--- src/rtl/alu_multicycle.sv ---
// alu_multicycle: ALU for the execute stage of the multicycle core.
// Single-cycle ops write the result at the start edge. Shifts iterate one
// bit per clock in state SHIFT, so there is no barrel shifter. A start/busy/
// done handshake lets the control FSM stall until the result is valid.
// Optional feature macro: ALU_MUL_EN adds code 1010, an iterative shift-add
// multiply in state MUL. Without it, 1010 returns BAD_RESULT in one cycle.
module alu_multicycle #(
    parameter int          WIDTH      = 32,
    parameter int          SHW        = $clog2(WIDTH),
    parameter logic [31:0] BAD_RESULT = 32'hBAD00BAD
) (
    input  logic             CLK,
    input  logic             RST,
    input  logic             ALU_START,
    input  logic [3:0]       ALU_FUN,
    input  logic [WIDTH-1:0] ALU_SRC_A,
    input  logic [WIDTH-1:0] ALU_SRC_B,
    output logic             ALU_BUSY,
    output logic             ALU_DONE,
    output logic [WIDTH-1:0] ALU_result,
    output logic             ALU_zero
);
    // The counter must hold WIDTH itself, which the multiply loads.
    localparam int CW = SHW + 1;

    localparam logic [3:0] OP_ADD  = 4'b0000;
    localparam logic [3:0] OP_SUB  = 4'b1000;
    localparam logic [3:0] OP_OR   = 4'b0110;
    localparam logic [3:0] OP_AND  = 4'b0111;
    localparam logic [3:0] OP_XOR  = 4'b0100;
    localparam logic [3:0] OP_SLL  = 4'b0001;
    localparam logic [3:0] OP_SRL  = 4'b0101;
    localparam logic [3:0] OP_SRA  = 4'b1101;
    localparam logic [3:0] OP_SLT  = 4'b0010;
    localparam logic [3:0] OP_SLTU = 4'b0011;
    localparam logic [3:0] OP_LUI  = 4'b1001;
`ifdef ALU_MUL_EN
    localparam logic [3:0] OP_MUL  = 4'b1010;
`endif

    localparam logic [WIDTH-1:0] BAD_W = WIDTH'(BAD_RESULT);

`ifdef ALU_MUL_EN
    typedef enum logic [1:0] {ST_IDLE = 2'd0, ST_SHIFT = 2'd1, ST_MUL = 2'd2} state_t;
`else
    typedef enum logic [1:0] {ST_IDLE = 2'd0, ST_SHIFT = 2'd1} state_t;
`endif

    state_t           state_reg, state_next;
    logic [WIDTH-1:0] result_reg, result_next;
    logic             done_reg, done_next;
    logic [WIDTH-1:0] work_reg, work_next;
    logic [CW-1:0]    cnt_reg, cnt_next;
    logic             left_reg, left_next;   // shift direction of the op in flight
    logic             fill_reg, fill_next;   // bit shifted in at the MSB on right shifts
`ifdef ALU_MUL_EN
    logic [WIDTH-1:0] mcand_reg, mcand_next;
    logic [WIDTH-1:0] mplier_reg, mplier_next;
    logic [WIDTH-1:0] acc_reg, acc_next;
    logic [WIDTH-1:0] mul_sum;
`endif

    logic [WIDTH-1:0] single_result;
    logic [WIDTH-1:0] shift_step;
    logic [SHW-1:0]   shamt;
    logic             start_is_shift;

    assign shamt          = ALU_SRC_B[SHW-1:0];
    assign start_is_shift = (ALU_FUN == OP_SLL) || (ALU_FUN == OP_SRL) || (ALU_FUN == OP_SRA);

    // Result of every op that completes at the start edge (shift by 0 passes A).
    always_comb begin
        single_result = BAD_W;
        case (ALU_FUN)
            OP_ADD:  single_result = ALU_SRC_A + ALU_SRC_B;
            OP_SUB:  single_result = ALU_SRC_A - ALU_SRC_B;
            OP_OR:   single_result = ALU_SRC_A | ALU_SRC_B;
            OP_AND:  single_result = ALU_SRC_A & ALU_SRC_B;
            OP_XOR:  single_result = ALU_SRC_A ^ ALU_SRC_B;
            OP_SLL,
            OP_SRL,
            OP_SRA:  single_result = ALU_SRC_A;
            OP_SLT:  single_result = {{(WIDTH-1){1'b0}}, ($signed(ALU_SRC_A) < $signed(ALU_SRC_B))};
            OP_SLTU: single_result = {{(WIDTH-1){1'b0}}, (ALU_SRC_A < ALU_SRC_B)};
            OP_LUI:  single_result = {ALU_SRC_A[WIDTH-1:12], 12'h000};
            default: single_result = BAD_W;
        endcase
    end

    // One-bit shift network: each bit takes its lower or upper neighbour.
    genvar gi;
    generate
        for (gi = 0; gi < WIDTH; gi++) begin : g_step
            logic from_lower;
            logic from_upper;
            if (gi == 0) begin : g_lsb
                assign from_lower = 1'b0;
            end else begin : g_lo
                assign from_lower = work_reg[gi-1];
            end
            if (gi == WIDTH-1) begin : g_msb
                assign from_upper = fill_reg;
            end else begin : g_hi
                assign from_upper = work_reg[gi+1];
            end
            assign shift_step[gi] = left_reg ? from_lower : from_upper;
        end
    endgenerate

`ifdef ALU_MUL_EN
    // Partial product for the current multiplier bit.
    assign mul_sum = acc_reg + (mplier_reg[0] ? mcand_reg : '0);
`endif

    // Next-state and datapath updates; every register holds by default.
    always_comb begin
        state_next  = state_reg;
        result_next = result_reg;
        done_next   = 1'b0;
        work_next   = work_reg;
        cnt_next    = cnt_reg;
        left_next   = left_reg;
        fill_next   = fill_reg;
`ifdef ALU_MUL_EN
        mcand_next  = mcand_reg;
        mplier_next = mplier_reg;
        acc_next    = acc_reg;
`endif
        case (state_reg)
            ST_IDLE: begin
                if (ALU_START) begin
                    if (start_is_shift && (shamt != '0)) begin
                        work_next  = ALU_SRC_A;
                        cnt_next   = {1'b0, shamt};
                        left_next  = (ALU_FUN == OP_SLL);
                        fill_next  = (ALU_FUN == OP_SRA) & ALU_SRC_A[WIDTH-1];
                        state_next = ST_SHIFT;
                    end
`ifdef ALU_MUL_EN
                    else if (ALU_FUN == OP_MUL) begin
                        mcand_next  = ALU_SRC_A;
                        mplier_next = ALU_SRC_B;
                        acc_next    = '0;
                        cnt_next    = CW'(WIDTH);
                        state_next  = ST_MUL;
                    end
`endif
                    else begin
                        result_next = single_result;
                        done_next   = 1'b1;
                    end
                end
            end
            ST_SHIFT: begin
                work_next = shift_step;
                cnt_next  = cnt_reg - CW'(1);
                if (cnt_reg == CW'(1)) begin
                    result_next = shift_step;
                    done_next   = 1'b1;
                    state_next  = ST_IDLE;
                end
            end
`ifdef ALU_MUL_EN
            ST_MUL: begin
                acc_next    = mul_sum;
                mcand_next  = {mcand_reg[WIDTH-2:0], 1'b0};
                mplier_next = {1'b0, mplier_reg[WIDTH-1:1]};
                cnt_next    = cnt_reg - CW'(1);
                if (cnt_reg == CW'(1)) begin
                    result_next = mul_sum;
                    done_next   = 1'b1;
                    state_next  = ST_IDLE;
                end
            end
`endif
            default: begin
                state_next = ST_IDLE;
            end
        endcase
    end

    // State register; reset aborts any operation in flight.
    always_ff @(posedge CLK or posedge RST) begin
        if (RST) begin
            state_reg <= ST_IDLE;
        end else begin
            state_reg <= state_next;
        end
    end

    // Datapath registers; reset clears the result and suppresses DONE.
    always_ff @(posedge CLK or posedge RST) begin
        if (RST) begin
            result_reg <= '0;
            done_reg   <= 1'b0;
            work_reg   <= '0;
            cnt_reg    <= '0;
            left_reg   <= 1'b0;
            fill_reg   <= 1'b0;
`ifdef ALU_MUL_EN
            mcand_reg  <= '0;
            mplier_reg <= '0;
            acc_reg    <= '0;
`endif
        end else begin
            result_reg <= result_next;
            done_reg   <= done_next;
            work_reg   <= work_next;
            cnt_reg    <= cnt_next;
            left_reg   <= left_next;
            fill_reg   <= fill_next;
`ifdef ALU_MUL_EN
            mcand_reg  <= mcand_next;
            mplier_reg <= mplier_next;
            acc_reg    <= acc_next;
`endif
        end
    end

    assign ALU_BUSY   = (state_reg != ST_IDLE);
    assign ALU_DONE   = done_reg;
    assign ALU_result = result_reg;
    assign ALU_zero   = (result_reg == '0);

endmodule

--- config.mk ---
export PLATFORM = sky130hd
export DESIGN_NAME = alu_multicycle
export DESIGN_NICKNAME = d
export VERILOG_FILES = /design/src/rtl/alu_multicycle.sv
export SDC_FILE = /design/constraint.sdc
export NUM_CORES = 1
export LEC_CHECK = 0
export CAP_MARGIN = 40
export CORE_UTILIZATION = 58
export DETAILED_ROUTE_END_ITERATION = 6
export MAX_ROUTING_LAYER = met4
export PLACE_DENSITY = 0.83
export SYNTH_ARGS = -nofsm -noshare
export SYNTH_HDL_FRONTEND = slang
export SYNTH_SLANG_ARGS = --single-unit
export TNS_END_PERCENT = 100
--- constraint.sdc ---
create_clock -name CLK -period 3.12 [get_ports CLK]
set_clock_uncertainty 0.05 [all_clocks]
set_input_delay 0.78 -clock CLK [delete_from_list [all_inputs] [get_ports CLK]]
set_output_delay 0.78 -clock CLK [all_outputs]
set_load 0.03 [all_outputs]
==> results of run 1 <==
==> metal layers <==
metal / GRT overflow / GRT usage [%]
met1: 0 / 76.9
met2: 0 / 93.0
met3: 0 / 55.1
met4: 1 / 66.9
met5: - / -
==> through the flow <==
step	instance area (sq um)	util (%)	TNS, ns	hold WS [ns]
after floorplan	8970	-	-1.06	0.399
after global placement	12500	85.1	-25.75	0.427
after detailed placement	12500	85.1	-29.79	0.447
after CTS	13800	93.9	-0.399	0.459
==> logic make-up after synthesis <==
kind of cell,synth area share (%)
compound gates,31.7
fa+ha+maj,14.4
mux,5.37
buf+inv,7.80
flops,21.0
simple gates,17.9
xor+xnor,1.89
==> timing repair <==
action	4_1_cts
pin swaps	94
setup buffers	23
endpoints found under the setup margin	29
resized for setup	298
hold endpoints to repair	0
==> flow_metrics.py, run 1 <==
metrics = {
    "status": {
        "status": "aborted with a tool error",
        "error_line": "[ERROR GRT-0116] Global routing finished with congestion. Check the congestion regions in the DRC Viewer.",
        "flow.stopped_at": "global routing (5_1_grt)",
    },
    "place": {
        "dp_cells": 1723,
        "place_congestion": 1.07,
        "place_hpwl_um": 30200,
        "dp_slack_ns": -1.17,
        "port_buffers": 105,
    },
    "die": {
        "die_h_um": 125,
        "initial_utilization_pct": 60.0,
        "fp-row-count": 44,
        "die_w_um": 125,
        "ios": 106,
    },
    "global_routing": {
        "grt.total_usage_pct": 75.4,
        "grt_pass1_wl_um": 87600,
        "grt_max_degree": 44,
        "grt_remaining_overflow": 1,
        "grt_pass1_vias": 15200,
    },
    "clock_network": {
        "h-tree-depth": 3,
        "cts_sinks": 74,
        "postCtsHoldBufs": 0,
        "root_buffer": "clkbuf_16",
        "cts_buffers": 9,
        "clock_path_buffers": 2,
    },
    "synth": {
        "synth_top_cell_by_area": "dfrtp_1",
        "synth_warnings": 0,
        "syn_nets": 1352,
        "synth_seq_area_share_pct": 21.0,
        "async_reset_ff_share_pct": 100,
        "synthesis.instances": 1181,
        "synth_edf_count": 0,
        "yosysTopAreaCellShare_pct": 21.0,
        "synth_area_sq_um": 8820,
        "synth.most_common_cell": "nand2_1",
        "synth_area_per_cell_sq_um": 7.47,
        "synth_area_leaders": "dfrtp_1 (21%), ha_1 (14%), a21oi_1 (6.2%)",
        "synth_top_cells_by_count": "nand2_1 (122), a21oi_1 (110), nor2_1 (108)",
        "yosysUniqueCellTypes": 71,
        "ys.flop_type": "dfrtp_1",
        "ys_ff_latch": 74,
    },
}
==> run 2: changes to the inputs <==
- CORE_UTILIZATION: 58 -> 40
- MAX_ROUTING_LAYER: met4 -> unset
- PLACE_DENSITY: 0.83 -> unset
- PLACE_DENSITY_LB_ADDON: unset -> 0.15
==> run 2 against run 1 <==
Effect of this change:
- the flow now finishes, with violations (setup timing)
- synthesized cell count did not move
- synthesized area unchanged
==> flow_metrics.py, run 2 <==
metrics = {
    "die": {
        "initial_utilization_pct": 41.3,
        "ios": 106,
        "die_w_um": 151,
        "die_h_um": 151,
        "dieArea_sq_um": 22700,
        "core_sq_um": 21400,
        "fp-row-count": 53,
    },
    "sta": {
        "period_needed_ns": 3.29,
        "setup_viol": 15,
        "fin_crit_sh_pct": 106,
        "max_freq_mhz": 304,
        "tns_ns": -1.05,
        "timing.slew.headroom_pct": 57.7,
        "rsz0062_at_grt": "yes",
        "layout_setup_ws_ns": -0.175,
        "finalHoldViolCount": 0,
        "tightest_slew_ns": 0.635,
        "slew_viol_final": 0,
    },
    "global_routing": {
        "antenna_found_initial": 0,
        "grt.total_usage_pct": 35.0,
        "grt_max_degree": 75,
        "grt_pass1_vias": 10400,
        "grt_remaining_overflow": 0,
        "grt_pass1_wl_um": 59900,
    },
    "routing": {
        "wire_per_inst_um": 21.5,
        "drt_pass1_iterations": 6,
        "dr_total_vias": 11200,
        "ant_nets": 0,
        "via_per_inst": 5.97,
        "wirelength_um": 40500,
        "drcViolationCount": 0,
        "drt_iter0_drc": 1195,
    },
    "final_layout": {
        "layout_commonest_cell": "buf_4",
        "antenna_cells": 0,
        "regArea_sq_um": 1850,
        "area_growth_pct": 67.9,
        "fillCellCount": 1706,
        "nets": 1772,
        "multi_input_comb_area_sq_um": 7770,
        "drive_above_1_share_pct": 42.4,
        "layout_common_cells": "buf_4 (342), nand2_1 (119), nor2_1 (96)",
    },
    "synth": {
        "synth_top_cell_by_area": "dfrtp_1",
        "yosysUniqueCellTypes": 71,
        "syn_nets": 1352,
        "synth_warnings": 0,
        "async_reset_ff_share_pct": 100,
        "synth_edf_count": 0,
        "synth_area_leaders": "dfrtp_1 (21%), ha_1 (14%), a21oi_1 (6.2%)",
        "yosysTopAreaCellShare_pct": 21.0,
        "synth_area_per_cell_sq_um": 7.47,
        "synth_seq_area_share_pct": 21.0,
        "synthesis.instances": 1181,
        "synth_area_sq_um": 8820,
        "synth.most_common_cell": "nand2_1",
        "ys.flop_type": "dfrtp_1",
        "synth_top_cells_by_count": "nand2_1 (122), a21oi_1 (110), nor2_1 (108)",
        "ys_ff_latch": 74,
    },
    "clock_network": {
        "insertion_delay_ns": 0.35,
        "root_buffer": "clkbuf_16",
        "h-tree-depth": 3,
        "clock_path_buffers": 2,
        "cts_buffers": 9,
        "path_clk_slew_ns": 0.06,
        "cts_sinks": 74,
        "cts_tree": "built",
    },
    "place": {
        "port_buffers": 105,
        "place_hpwl_um": 30200,
        "place_congestion": 0.992,
    },
    "critical_path": {
        "crit_type": "input port to flip-flop",
        "crit_fanout": 4,
        "critPathLaunchType": "input port",
        "required_ns": 3.29,
        "cp-end-kind": "flip-flop",
        "arrival_ns": 3.46,
        "r2r_slack_ns": 0.69,
    },
    "power_and_ir_drop": {
        "p_leak_nw": 6.53,
        "power.density_nw_per_um2": 512,
        "ir_worst_vdd_uv": 312,
        "power_mw": 7.58,
    },
    "status": {
        "violations": "setup timing",
        "status": "finished, violations left",
    },
    "hold_path": {
        "min_path_type": "flip-flop to flip-flop",
    },
    "run": {
        "maxCapViolCount": 0,
    },
}
-- run 2: cell counts after synthesis --
Identical to the previous run, type by type.
-- run 2: worst paths after layout --
path,cells past startpoint,endpoint,startpoint
setup / recovery,14,ALU_result[27]$_DFFE_PP0P_,ALU_SRC_B[4]
hold / removal,2,ALU_result[12]$_DFFE_PP0P_,ALU_result[12]$_DFFE_PP0P_
setup reg to reg,6,ALU_result[21]$_DFFE_PP0P_,left_reg$_DFFE_PP0P_
hold reg to reg,2,ALU_result[12]$_DFFE_PP0P_,ALU_result[12]$_DFFE_PP0P_
max in group asynchronous,3,ALU_result[26]$_DFFE_PP0P_,RST
min in group asynchronous,3,ALU_result[28]$_DFFE_PP0P_,RST
-- run 2: per-stage QoR --
stage	cells	hold WS [ns]	setup slack, ns	util [%]	instance area [sq um]
2_1_floorplan	1181	0.399	-0.220	-	8970
3_3_place_gp	1811	0.415	-1.25	59.0	12600
3_5_place_dp	1811	0.429	-1.26	59.0	12600
4_1_cts	1853	0.441	-0.0964	65.4	14000
5_1_grt	1881	0.486	-0.235	69.4	14800
6_report	1881	0.444	-0.175	69.4	14800
-- run 2: power by group --
part | switching [mW] | total (mW) | internal (mW)
Clock | 0.412 | 1.08 | 0.663
Sequential | 0.541 | 1.97 | 1.43
Combinational | 2.47 | 4.54 | 2.06
-- run 2: cells by family after synthesis --
| kind of cell | after synthesis | share of synthesized area [%] |
|---|---|---|
| compound gates | 412 | 31.7 |
| fa+ha+maj | 100 | 14.4 |
| xor+xnor | 19 | 1.89 |
| mux | 46 | 5.37 |
| buf+inv | 179 | 7.80 |
| flops | 74 | 21.0 |
| simple gates | 351 | 17.9 |
-- run 2: worst max-delay path: stages --
cell       delay (ns)
buf_8            0.08
inv_4            0.03
ha_4             0.29
inv_4            0.04
a221oi_4         0.33
a21oi_4          0.12
a2111oi_4        0.42
o21ai_4          0.12
a311oi_4         0.43
o21bai_1         0.16
buf_4            0.15
a311o_1          0.26
a21oi_2          0.16
o31ai_1          0.08
-- run 2: what timing repair did --
action / CTS / global route
hold buffers: 0 / 0
pin swaps: 89 / 101
setup endpoints to repair: 30 / 28
hold endpoints to repair: 0 / 0
resized for setup: 308 / 183
setup buffers: 28 / 31
gates cloned: 0 / 0
-- run 2: per-layer routing --
layer,vias to the layer above,global-route usage [%],share of wire [%]
li1,5136,-,-
met1,5360,50.8,44
met2,627,52.4,43
met3,104,4.88,9.6
met4,0,12.4,3.4
met5,-,0,0
-- run 2: cell type report --
class / instances / share of cell area (%)
Clock buffer: 14 / 1.78
Clock inverter: 2 / 0.237
Inverter: 101 / 2.80
Multi-Input combinational cell: 928 / 52.5
Sequential cell: 74 / 12.5
Tap cell: 275 / 2.32
Timing Repair Buffer: 487 / 27.9
Note: power is estimated with default switching activity, not from simulation.
==> run 3: changes to the inputs <==
- SETUP_SLACK_MARGIN: unset -> 0.1
==> run 3 against run 2 <==
Effect of this change:
- the run still ends with setup timing left
- combinational power decreased by 2%
- non-clock buffer count increased by 4
- wire length decreased by 0.72%
- register-to-register slack improved by 0.04 ns
- flip-flop and latch count unchanged
- maximum frequency decreased by 2.4%
- largest cell class unchanged
- largest power group unchanged
==> flow_metrics.py, run 3 (synthesis gave the netlist of run 2 again) <==
metrics = {
    "status": {
        "status": "finished, violations left",
        "violations": "setup timing",
    },
    "critical_path": {
        "reg2reg_depth": 9,
        "arrival_ns": 3.55,
        "critPathLaunchType": "input port",
        "crit_slowest_cell": "a2111oi_4",
        "cp_num_cells": 15,
        "cp-end-kind": "flip-flop",
        "worstPathCellList": "buf_6 > clkinvlp_4 > buf_6 > ha_2 > o21ba_4 > or4_4 > a21oi_4 > a2111oi_4 > o21ai_4 > a311oi_4 > o21bai_1 > buf_4 > a311o_1 > a21oi_2 > o31ai_1",
        "critPathMaxStageDelay_ns": 0.49,
        "crit_fanout": 4,
        "path_buf_inv": 4,
        "crit_top_cell": "buf_6",
        "crit_type": "input port to flip-flop",
        "r2r_slack_ns": 0.73,
        "required_ns": 3.29,
        "cp_top_family": "compound AO/OA/AOI/OAI gates",
    },
    "final_layout": {
        "layout_commonest_cell": "buf_4",
        "drive_above_1_share_pct": 39.7,
        "fillCellCount": 1785,
        "nets": 1776,
        "layout_common_cells": "buf_4 (353), nand2_1 (121), nor2_1 (101)",
        "area_growth_pct": 64.2,
        "final_cells": 1885,
        "antenna_cells": 0,
    },
    "routing": {
        "dr_total_vias": 11100,
        "ant_nets": 0,
        "wirelength_um": 40200,
        "wire_per_inst_um": 21.3,
        "drcViolationCount": 0,
        "drt_iter0_drc": 878,
        "drt_pass1_iterations": 5,
        "via_per_inst": 5.87,
    },
    "power_and_ir_drop": {
        "p_leak_nw": 6.46,
        "power.density_nw_per_um2": 516,
        "ir_worst_vdd_uv": 317,
        "power_mw": 7.48,
    },
    "clock_network": {
        "h-tree-depth": 3,
        "root_buffer": "clkbuf_16",
        "postCtsHoldBufs": 0,
        "insertion_delay_ns": 0.35,
        "cts_sinks": 74,
        "cts_tree": "built",
        "clock_path_buffers": 2,
        "cts_buffers": 9,
        "path_clk_slew_ns": 0.06,
    },
    "global_routing": {
        "grt_pass1_wl_um": 60900,
        "antenna_found_initial": 0,
        "grt_pass1_vias": 10600,
        "grt.total_usage_pct": 35.7,
        "grt_remaining_overflow": 0,
        "grt_max_degree": 51,
    },
    "sta": {
        "period_needed_ns": 3.38,
        "layout_setup_ws_ns": -0.255,
        "max_freq_mhz": 296,
        "timing.slew.headroom_pct": 53.6,
        "setup_viol": 20,
        "finalHoldViolCount": 0,
        "slew_viol_final": 0,
        "tightest_slew_ns": 0.696,
        "fin_crit_sh_pct": 108,
        "rsz0062_at_grt": "yes",
    },
    "place": {
        "port_buffers": 105,
        "dp_cells": 1827,
        "place_congestion": 0.946,
        "place_hpwl_um": 30900,
    },
    "die": {
        "core_sq_um": 21400,
        "ios": 106,
        "die_h_um": 151,
        "dieArea_sq_um": 22700,
        "initial_utilization_pct": 41.3,
        "fp-row-count": 53,
        "die_w_um": 151,
    },
    "run": {
        "maxCapViolCount": 0,
    },
    "hold_path": {
        "hold_path_depth": 2,
        "min_path_type": "flip-flop to flip-flop",
    },
}
==> run 3: changes by cell type in the layout (fill, tap and decap cells not counted), moves of 5 or more <==
| cell | delta |
|---|---|
| nor2_2 | -5 |
| o21ai_2 | -5 |
| o21ai_1 | +7 |
| ha_1 | +7 |
| dlygate4sd2_1 | +7 |
| a21oi_2 | -6 |
| ha_4 | -10 |
| a21oi_1 | +8 |
| nor2_1 | +5 |
| buf_4 | +11 |
==> run 3: worst paths after layout <==
path / from / to
max: ALU_SRC_B[1] / ALU_result[27]$_DFFE_PP0P_
min: fill_reg$_DFFE_PP0P_ / fill_reg$_DFFE_PP0P_
max reg2reg: state_reg[0]$_DFFE_PP0P_ / ALU_result[29]$_DFFE_PP0P_
min reg2reg: fill_reg$_DFFE_PP0P_ / fill_reg$_DFFE_PP0P_
max in group asynchronous: RST / work_reg[23]$_DFFE_PP0P_
min in group asynchronous: RST / work_reg[26]$_DFFE_PP0P_
==> run 3: worst reg2reg max path: cells and delay by family, from the launching register on <==
family,cells,cell delay (ns)
DFF,1,0.54
AOI/OAI and AO/OA,1,0.44
and+or+nand+nor,5,0.86
buffers and inverters,3,0.38
==> run 3: area by class of cell <==
type	count	area (sq um)	share of cell area [%]
timing repair buffer	491	4100	28.3
inverter	101	399	2.76
tap	275	344	2.38
clock buffer	14	264	1.82
sequential	74	1850	12.8
clock inverter	2	35.0	0.242
multi-input combinational	928	7490	51.7
==> run 3: routing by layer <==
layer	track usage, %	routed length, um
met1	52.2	18400
met2	54.0	17400
met3	5.21	3580
met4	9.75	748
met5	0	0
==> run 3: metrics by stage <==
stage	worst slack (ns)	util (%)	hold WS [ns]	setup TNS (ns)	instance area, sq um
after floorplan	-0.220	-	0.399	-1.04	9000
after global placement	-1.51	59.5	0.426	-27.45	12700
after detailed placement	-1.24	59.5	0.431	-28.47	12700
after CTS	-0.161	65.9	0.444	-1.46	14100
after global routing	-0.330	67.8	0.472	-4.28	14500
final	-0.255	67.8	0.444	-2.40	14500
==> run 3: where the power goes <==
group	total, mW	internal (mW)	switching (mW)
clock network	1.08	0.663	0.417
registers	1.95	1.43	0.528
logic	4.45	2.02	2.43
==> run 3: timing repair <==
action | CTS | global route
buffers inserted | 30 | 14
gates resized for setup | 330 | 76
pin swaps | 107 | 78
endpoints found under the setup margin | 29 | 30
